--- src/rtl/runtime_feature_ctrl_if.sv ---
// Feature-change request/response handshake between a requester and runtime_feature_ctrl.
interface runtime_feature_ctrl_if #(
   parameter int unsigned NrHarts = 1
);
   localparam int unsigned HartW = (NrHarts > 1) ? $clog2(NrHarts) : 1;

   logic             req_valid_i;
   logic             req_ready_o;
   logic [HartW-1:0] req_hart_i;
   logic [11:0]      req_feat_i;
   logic             rsp_valid_o;
   logic             rsp_err_o;
   logic [11:0]      rsp_feat_o;

   modport master (
      output req_valid_i, req_hart_i, req_feat_i,
      input  req_ready_o, rsp_valid_o, rsp_err_o, rsp_feat_o
   );

   modport slave (
      input  req_valid_i, req_hart_i, req_feat_i,
      output req_ready_o, rsp_valid_o, rsp_err_o, rsp_feat_o
   );
endinterface

--- src/rtl/runtime_feature_ctrl.sv ---
// Per-hart runtime ISA feature register with legalization and a drain/apply handshake.
// One global FSM serves all harts; only one feature-change request is in flight.
module runtime_feature_ctrl #(
   parameter int unsigned NrHarts      = 1,
   parameter logic [11:0] HwCaps       = 12'hFFF,
   parameter logic [11:0] RstFeat      = 12'hFFF,
   parameter int unsigned DrainTimeout = 64,
   parameter bit          CvxifEn      = 1'b0
) (
   input  logic                    clk_i,
   input  logic                    rst_i,
   runtime_feature_ctrl_if.slave   req_if,
   output logic [NrHarts-1:0]      flush_req_o,
   input  logic [NrHarts-1:0]      idle_i,
   output logic [NrHarts*12-1:0]   feat_o,
   output logic [NrHarts*7-1:0]    flen_o,
   output logic [NrHarts*3-1:0]    nr_wb_ports_o
);
   localparam int unsigned HartW = (NrHarts > 1) ? $clog2(NrHarts) : 1;
   localparam int unsigned CntW  = (DrainTimeout > 2) ? $clog2(DrainTimeout) : 1;

   function automatic logic [6:0] flen_of(input logic [11:0] f);
      if (f[1])             return 7'd64;
      else if (f[0])        return 7'd32;
      else if (f[2] | f[3]) return 7'd16;
      else if (f[4])        return 7'd8;
      else                  return 7'd1;
   endfunction

   // XFVec only makes sense when FLen is wider than the narrowest FP format enabled.
   function automatic logic [11:0] legalize(input logic [11:0] r);
      logic [11:0] l;
      logic [6:0]  min_w;
      l = r & HwCaps;
      if (!l[0])  l[1]  = 1'b0;
      if (!l[11]) l[10] = 1'b0;
      min_w = l[4] ? 7'd8 : (l[2] | l[3]) ? 7'd16 : l[0] ? 7'd32 : 7'd127;
      if (!(flen_of(l) > min_w)) l[5] = 1'b0;
      return l;
   endfunction

   localparam logic [11:0] RstLegal = legalize(RstFeat);

   typedef enum logic [1:0] {IDLE, DRAIN, APPLY, RESP} state_e;

   state_e                    state_q;
   logic [HartW-1:0]          hart_q;
   logic [11:0]               nfeat_q;
   logic [CntW-1:0]           cnt_q;
   logic [NrHarts-1:0][11:0]  feat_q;
   logic [NrHarts-1:0]        flush_q;
   logic                      rsp_valid_q, rsp_err_q;
   logic [11:0]               rsp_feat_q;

   logic [11:0]               req_cur, req_legal, act_feat;
   logic                      act_idle, req_hart_ok;
   logic [NrHarts-1:0]        req_onehot;

   assign req_legal   = legalize(req_if.req_feat_i);
   assign req_hart_ok = 32'(req_if.req_hart_i) < NrHarts;

   always_comb begin
      req_cur    = '0;
      req_onehot = '0;
      act_feat   = '0;
      act_idle   = 1'b0;
      for (int unsigned h = 0; h < NrHarts; h++) begin
         if (32'(req_if.req_hart_i) == h) begin
            req_cur       = feat_q[h];
            req_onehot[h] = 1'b1;
         end
         if (32'(hart_q) == h) begin
            act_feat = feat_q[h];
            act_idle = idle_i[h];
         end
      end
   end

   always_ff @(posedge clk_i) begin
      if (rst_i) begin
         state_q     <= IDLE;
         hart_q      <= '0;
         nfeat_q     <= '0;
         cnt_q       <= '0;
         feat_q      <= {NrHarts{RstLegal}};
         flush_q     <= '0;
         rsp_valid_q <= 1'b0;
         rsp_err_q   <= 1'b0;
         rsp_feat_q  <= '0;
      end else begin
         rsp_valid_q <= 1'b0;
         rsp_err_q   <= 1'b0;
         rsp_feat_q  <= '0;
         case (state_q)
            IDLE: if (req_if.req_valid_i) begin
               hart_q  <= req_if.req_hart_i;
               nfeat_q <= req_legal;
               if (!req_hart_ok) begin
                  state_q     <= RESP;
                  rsp_valid_q <= 1'b1;
                  rsp_err_q   <= 1'b1;
               end else if (req_legal == req_cur) begin
                  state_q     <= RESP;
                  rsp_valid_q <= 1'b1;
                  rsp_feat_q  <= req_cur;
               end else begin
                  state_q <= DRAIN;
                  cnt_q   <= '0;
                  flush_q <= req_onehot;
               end
            end
            DRAIN: begin
               if (act_idle) begin
                  state_q <= APPLY;
               end else if (cnt_q == CntW'(DrainTimeout - 1)) begin
                  state_q     <= RESP;
                  flush_q     <= '0;
                  rsp_valid_q <= 1'b1;
                  rsp_err_q   <= 1'b1;
                  rsp_feat_q  <= act_feat;
               end else begin
                  cnt_q <= cnt_q + 1'b1;
               end
            end
            APPLY: begin
               for (int unsigned h = 0; h < NrHarts; h++)
                  if (32'(hart_q) == h) feat_q[h] <= nfeat_q;
               state_q     <= RESP;
               flush_q     <= '0;
               rsp_valid_q <= 1'b1;
               rsp_feat_q  <= nfeat_q;
            end
            RESP:    state_q <= IDLE;
            default: state_q <= IDLE;
         endcase
      end
   end

   // Reset masks the registered outputs immediately so an aborted request leaves no trace.
   assign req_if.req_ready_o = (state_q == IDLE) & ~rst_i;
   assign req_if.rsp_valid_o = rsp_valid_q & ~rst_i;
   assign req_if.rsp_err_o   = rsp_err_q & ~rst_i;
   assign req_if.rsp_feat_o  = rst_i ? 12'h000 : rsp_feat_q;
   assign flush_req_o        = rst_i ? '0 : flush_q;

   for (genvar h = 0; h < NrHarts; h++) begin : g_hart
      assign feat_o[h*12 +: 12]       = feat_q[h];
      assign flen_o[h*7 +: 7]         = flen_of(feat_q[h]);
      assign nr_wb_ports_o[h*3 +: 3]  = (CvxifEn || feat_q[h][9]) ? 3'd5 : 3'd4;
   end
endmodule

--- src/flat_wrapper.sv ---
// flat-port wrapper written by rule: the top's interface ports become plain ports
module runtime_feature_ctrl_flat 
#(
   parameter int unsigned NrHarts      = 1,
   parameter logic [11:0] HwCaps       = 12'hFFF,
   parameter logic [11:0] RstFeat      = 12'hFFF,
   parameter int unsigned DrainTimeout = 64,
   parameter bit          CvxifEn      = 1'b0
)
  (clk_i, rst_i, flush_req_o, idle_i, feat_o, flen_o, nr_wb_ports_o, req_if_req_valid_i, req_if_req_hart_i, req_if_req_feat_i, req_if_req_ready_o, req_if_rsp_valid_o, req_if_rsp_err_o, req_if_rsp_feat_o);
  runtime_feature_ctrl_if #(.NrHarts(NrHarts)) req_if_i ();
  input  logic clk_i;
  input  logic rst_i;
  output logic [NrHarts-1:0] flush_req_o;
  input  logic [NrHarts-1:0] idle_i;
  output logic [NrHarts*12-1:0] feat_o;
  output logic [NrHarts*7-1:0] flen_o;
  output logic [NrHarts*3-1:0] nr_wb_ports_o;
  input wire logic [$bits(req_if_i.req_valid_i)-1:0] req_if_req_valid_i;
  input wire logic [$bits(req_if_i.req_hart_i)-1:0] req_if_req_hart_i;
  input wire logic [$bits(req_if_i.req_feat_i)-1:0] req_if_req_feat_i;
  output wire logic [$bits(req_if_i.req_ready_o)-1:0] req_if_req_ready_o;
  output wire logic [$bits(req_if_i.rsp_valid_o)-1:0] req_if_rsp_valid_o;
  output wire logic [$bits(req_if_i.rsp_err_o)-1:0] req_if_rsp_err_o;
  output wire logic [$bits(req_if_i.rsp_feat_o)-1:0] req_if_rsp_feat_o;
  assign req_if_i.req_valid_i = req_if_req_valid_i;
  assign req_if_i.req_hart_i = req_if_req_hart_i;
  assign req_if_i.req_feat_i = req_if_req_feat_i;
  assign req_if_req_ready_o = req_if_i.req_ready_o;
  assign req_if_rsp_valid_o = req_if_i.rsp_valid_o;
  assign req_if_rsp_err_o = req_if_i.rsp_err_o;
  assign req_if_rsp_feat_o = req_if_i.rsp_feat_o;
  runtime_feature_ctrl #(.NrHarts(NrHarts), .HwCaps(HwCaps), .RstFeat(RstFeat), .DrainTimeout(DrainTimeout), .CvxifEn(CvxifEn)) u_core (.clk_i(clk_i), .rst_i(rst_i), .req_if(req_if_i), .flush_req_o(flush_req_o), .idle_i(idle_i), .feat_o(feat_o), .flen_o(flen_o), .nr_wb_ports_o(nr_wb_ports_o));
endmodule
--- config.mk ---
export PLATFORM = sky130hd
export DESIGN_NAME = runtime_feature_ctrl_flat
export DESIGN_NICKNAME = d
export VERILOG_FILES = /design/src/rtl/runtime_feature_ctrl_if.sv /design/src/rtl/runtime_feature_ctrl.sv /design/src/flat_wrapper.sv
export SDC_FILE = /design/constraint.sdc
export NUM_CORES = 1
export LEC_CHECK = 0
export ABC_CLOCK_PERIOD_IN_PS = 2750
export CORE_MARGIN = 1
export CORE_UTILIZATION = 47
export DETAILED_ROUTE_END_ITERATION = 10
export GPL_TIMING_DRIVEN = 0
export HOLD_SLACK_MARGIN = 0.03
export PLACE_DENSITY = 0.77
export SKIP_CTS_REPAIR_TIMING = 1
export SYNTH_ARGS = -nofsm -noshare
export SYNTH_HDL_FRONTEND = slang
export SYNTH_SLANG_ARGS = --single-unit
--- constraint.sdc ---
create_clock -name clk_i -period 2.75 [get_ports clk_i]
set_input_delay 0.6875 -clock clk_i [delete_from_list [all_inputs] [get_ports clk_i]]
set_output_delay 0.6875 -clock clk_i [all_outputs]
set_load 0.005 [all_outputs]
==> results of run 1 <==
-- worst max-delay path: stages --
cell     delay (ns)
buf_12         0.11
nor4_4         0.31
inv_1          0.12
ha_4           0.31
nand2_4        0.05
o311a_4        0.34
xor2_4         0.18
nor3_4         0.48
a211o_4        0.26
o32ai_2        0.08
-- sequential cells by signal, summed over array words and instances (netlist names) --
| name | cells |
|---|---|
| u_core.rsp_feat_q | 12 |
| u_core.nfeat_q | 12 |
| u_core.hart_q | 1 |
| u_core.rsp_valid_q | 1 |
| u_core.feat_o | 12 |
| u_core.cnt_q | 6 |
| u_core.flush_q | 1 |
| u_core.rsp_err_q | 1 |
| u_core.state_q | 2 |
-- worst max path at each step --
stage / from / endpoint / cells past startpoint
floorplan: req_if_req_feat_i[4] / u_core.cnt_q[3] / 9
global placement: rst_i / req_if_req_ready_o / 6
detailed placement: req_if_req_feat_i[2] / u_core.cnt_q[4] / 10
CTS: rst_i / req_if_req_ready_o / 6
global route: req_if_req_feat_i[3] / u_core.cnt_q[4] / 10
finish: req_if_req_feat_i[2] / u_core.cnt_q[4] / 10
-- synth_stat cells, types with 2 or more instances --
library cell,instances,area [µm²]
a22oi_1,11,82.58
a21o_1,2,15.01
a31oi_1,5,31.28
xor2_1,2,17.52
buf_1,2,7.510
o22ai_1,2,12.51
nand2b_1,5,31.28
nand2_1,63,236.5
nor3_1,8,40.04
nor4_1,2,12.51
ha_1,9,112.6
nand4_1,2,12.51
nand3b_1,14,105.1
a2111oi_1,2,20.02
o31ai_1,3,22.52
dfxtp_1,48,960.9
clkbuf_1,14,52.55
nand4bb_1,2,22.52
o32ai_2,3,48.80
nand3_1,5,25.02
buf_2,4,20.02
o21ai_0,4,20.02
conb_1,2,7.510
nor2b_1,22,137.6
a311oi_1,2,17.52
mux2i_1,2,20.02
o32ai_1,3,26.28
and3_1,3,18.77
and2_1,3,18.77
a21oi_1,25,125.1
nor2_1,33,123.9
buf_4,7,52.55
inv_1,10,37.54
xnor2_1,3,26.28
or3_1,2,12.51
nor4bb_1,2,20.02
-- routing by layer --
layer / wire length, µm / share of wire, %
met3: 529 / 7.1
met5: 0 / 0
met2: 3517 / 47
met1: 3298 / 44
met4: 89 / 1.2
-- report_power, final --
group	switching, mW	internal [mW]
logic	0.678	0.536
clock network	0.252	0.274
registers	0.150	0.819
-- kinds of logic after synthesis --
family,after synthesis,share of synthesized area [%]
AOI/OAI and AO/OA,72,19.15
and+or+nand+nor,172,31.92
DFF,48,35.02
buffers and inverters,37,6.202
muxes,2,0.7296
adders and majority gates,9,4.104
other,2,0.2737
xor gates and xnor gates,6,2.600
-- cell type report --
cell class	count	area share (%)
sequential	48	26.52
buffer	25	3.936
clock inverter	3	1.312
clock buffer	5	1.899
tap	72	2.486
inverter	10	1.036
timing repair buffer	55	15.09
multi-input combinational	265	47.72
==> flow_summary.toml, run 1 <==
[critical_path]
critPathKind = "in -> reg"
worstSetupEndpointType = "register"
critPathMaxFanout = 7
cp.arrival_ns = 2.95
worst_ep_required_time_ns = 2.93
crit_path_start_kind = "input pin"
r2r_end = "u_core.rsp_feat_q[1]"
rrSetupSlack_ns = 0.51
r2r_cells = 8
rr_startpoint = "u_core.state_q[1]"

[synth]
ys_types = 53
synth-edff-count = 0
synth_cells = 348
ys_ff_latch = 48
async_flop_share_pct = 0
synth_flop_cell = "dfxtp_1"
syn_area_per_cell_um2 = 7.885
ys_seq_area_share_pct = 35.02
ys_warn_count = 0
synth.cell_area_um2 = 2744

[drt]
detail_route.iter0.violations = 248
drc = 0
antenna_left = 0
vias = 2711
drt-vias-per-instance = 5.613
wl_um = 7435
dr.pass1.iters = 5
routedWlPerCell_um = 15.39

[sta]
slew_viol_final = 0
rsz0062_at_grt = "yes"
fin_hold_ws_ns = 0.4839
setup_tns_ns = -0.02343
setup_viol = 3
clock_skew_ns = 0.005446
hold_viol_final = 0
relSlewSlack_pct = 59.48
fin_crit_sh_pct = 100.5
max_freq_ghz = 0.3618
worst_slack_ns = -0.01410
worst_pin_slew_ns = 0.6078
min_period_ns = 2.764

[global_route]
antenna_found_initial = 0
grt_max_degree = 17
grt_remaining_overflow = 0
grt_pass1_vias = 2366
grtUsageMet1_pct = 33.38
grt_pass1_wl_um = 11590
top_usage_layer = "met2"
grt_util_met3_pct = 5.581
met2_usage_pct = 37.54
grt_usage_pct = 24.47

[cells_and_area]
seq_area_um2 = 960.9
stdcell_count = 483
final_area_um2 = 3623
layout_commonest_cell = "nand2_1"
n_fill_cell = 490
antenna_cells = 0
nets = 436
final_cell_mix = "nand2_1, dfxtp_1, clkdlybuf4s50_1, nor2_1"
postLayoutCoreUtil_pct = 65.01
multiInputGateArea_um2 = 1729
area_growth_pct = 32.06
drive_above_1_share_pct = 13.63

[run_status]
status = "finished with violations"
violations = "setup timing"

[clock_network]
path_clk_slew_ns = 0.09
tritoncts = "done"
clk_path_buf_depth = 2
cts_root_buf = "clkbuf_8"
clock_latency_ns = 0.31
cts_buffers = 5
htreeDepth = 2
cts.sinks = 48

[place]
dpl_cell_area_um2 = 3357
dp.final_hpwl_um = 5225
dp_slack_ns = -0.8737
placed_cells = 471
port_buffers = 49
gp_congestion = 0.8873

[floorplan]
num_rows = 27
start_util_pct = 49.23
dieHeight_um = 78.41
io_pins = 55
core-area_um2 = 5574
die-area_um2 = 6147
die_x_um = 78.41

[min_path]
hp-class = "reg -> reg"
whs_endpoint = "u_core.nfeat_q[8]"
hold_path_depth = 2
hp-start = "u_core.nfeat_q[8]"

[pwr]
leakagePower_nw = 1.387
p_total_mw = 2.709
ir_worst_vdd_mv = 0.3913
pwr_density_cell_nw_per_um2 = 747.5

[run]
max_cap_violations = 0
Note: power is estimated with default switching activity, not from simulation.
==> inputs of run 2 (changes only) <==
Settings changed: TNS_END_PERCENT from default to 20.
==> results of run 2 <==
No change in the layout: final DEF, timing and power equal those of run 1.
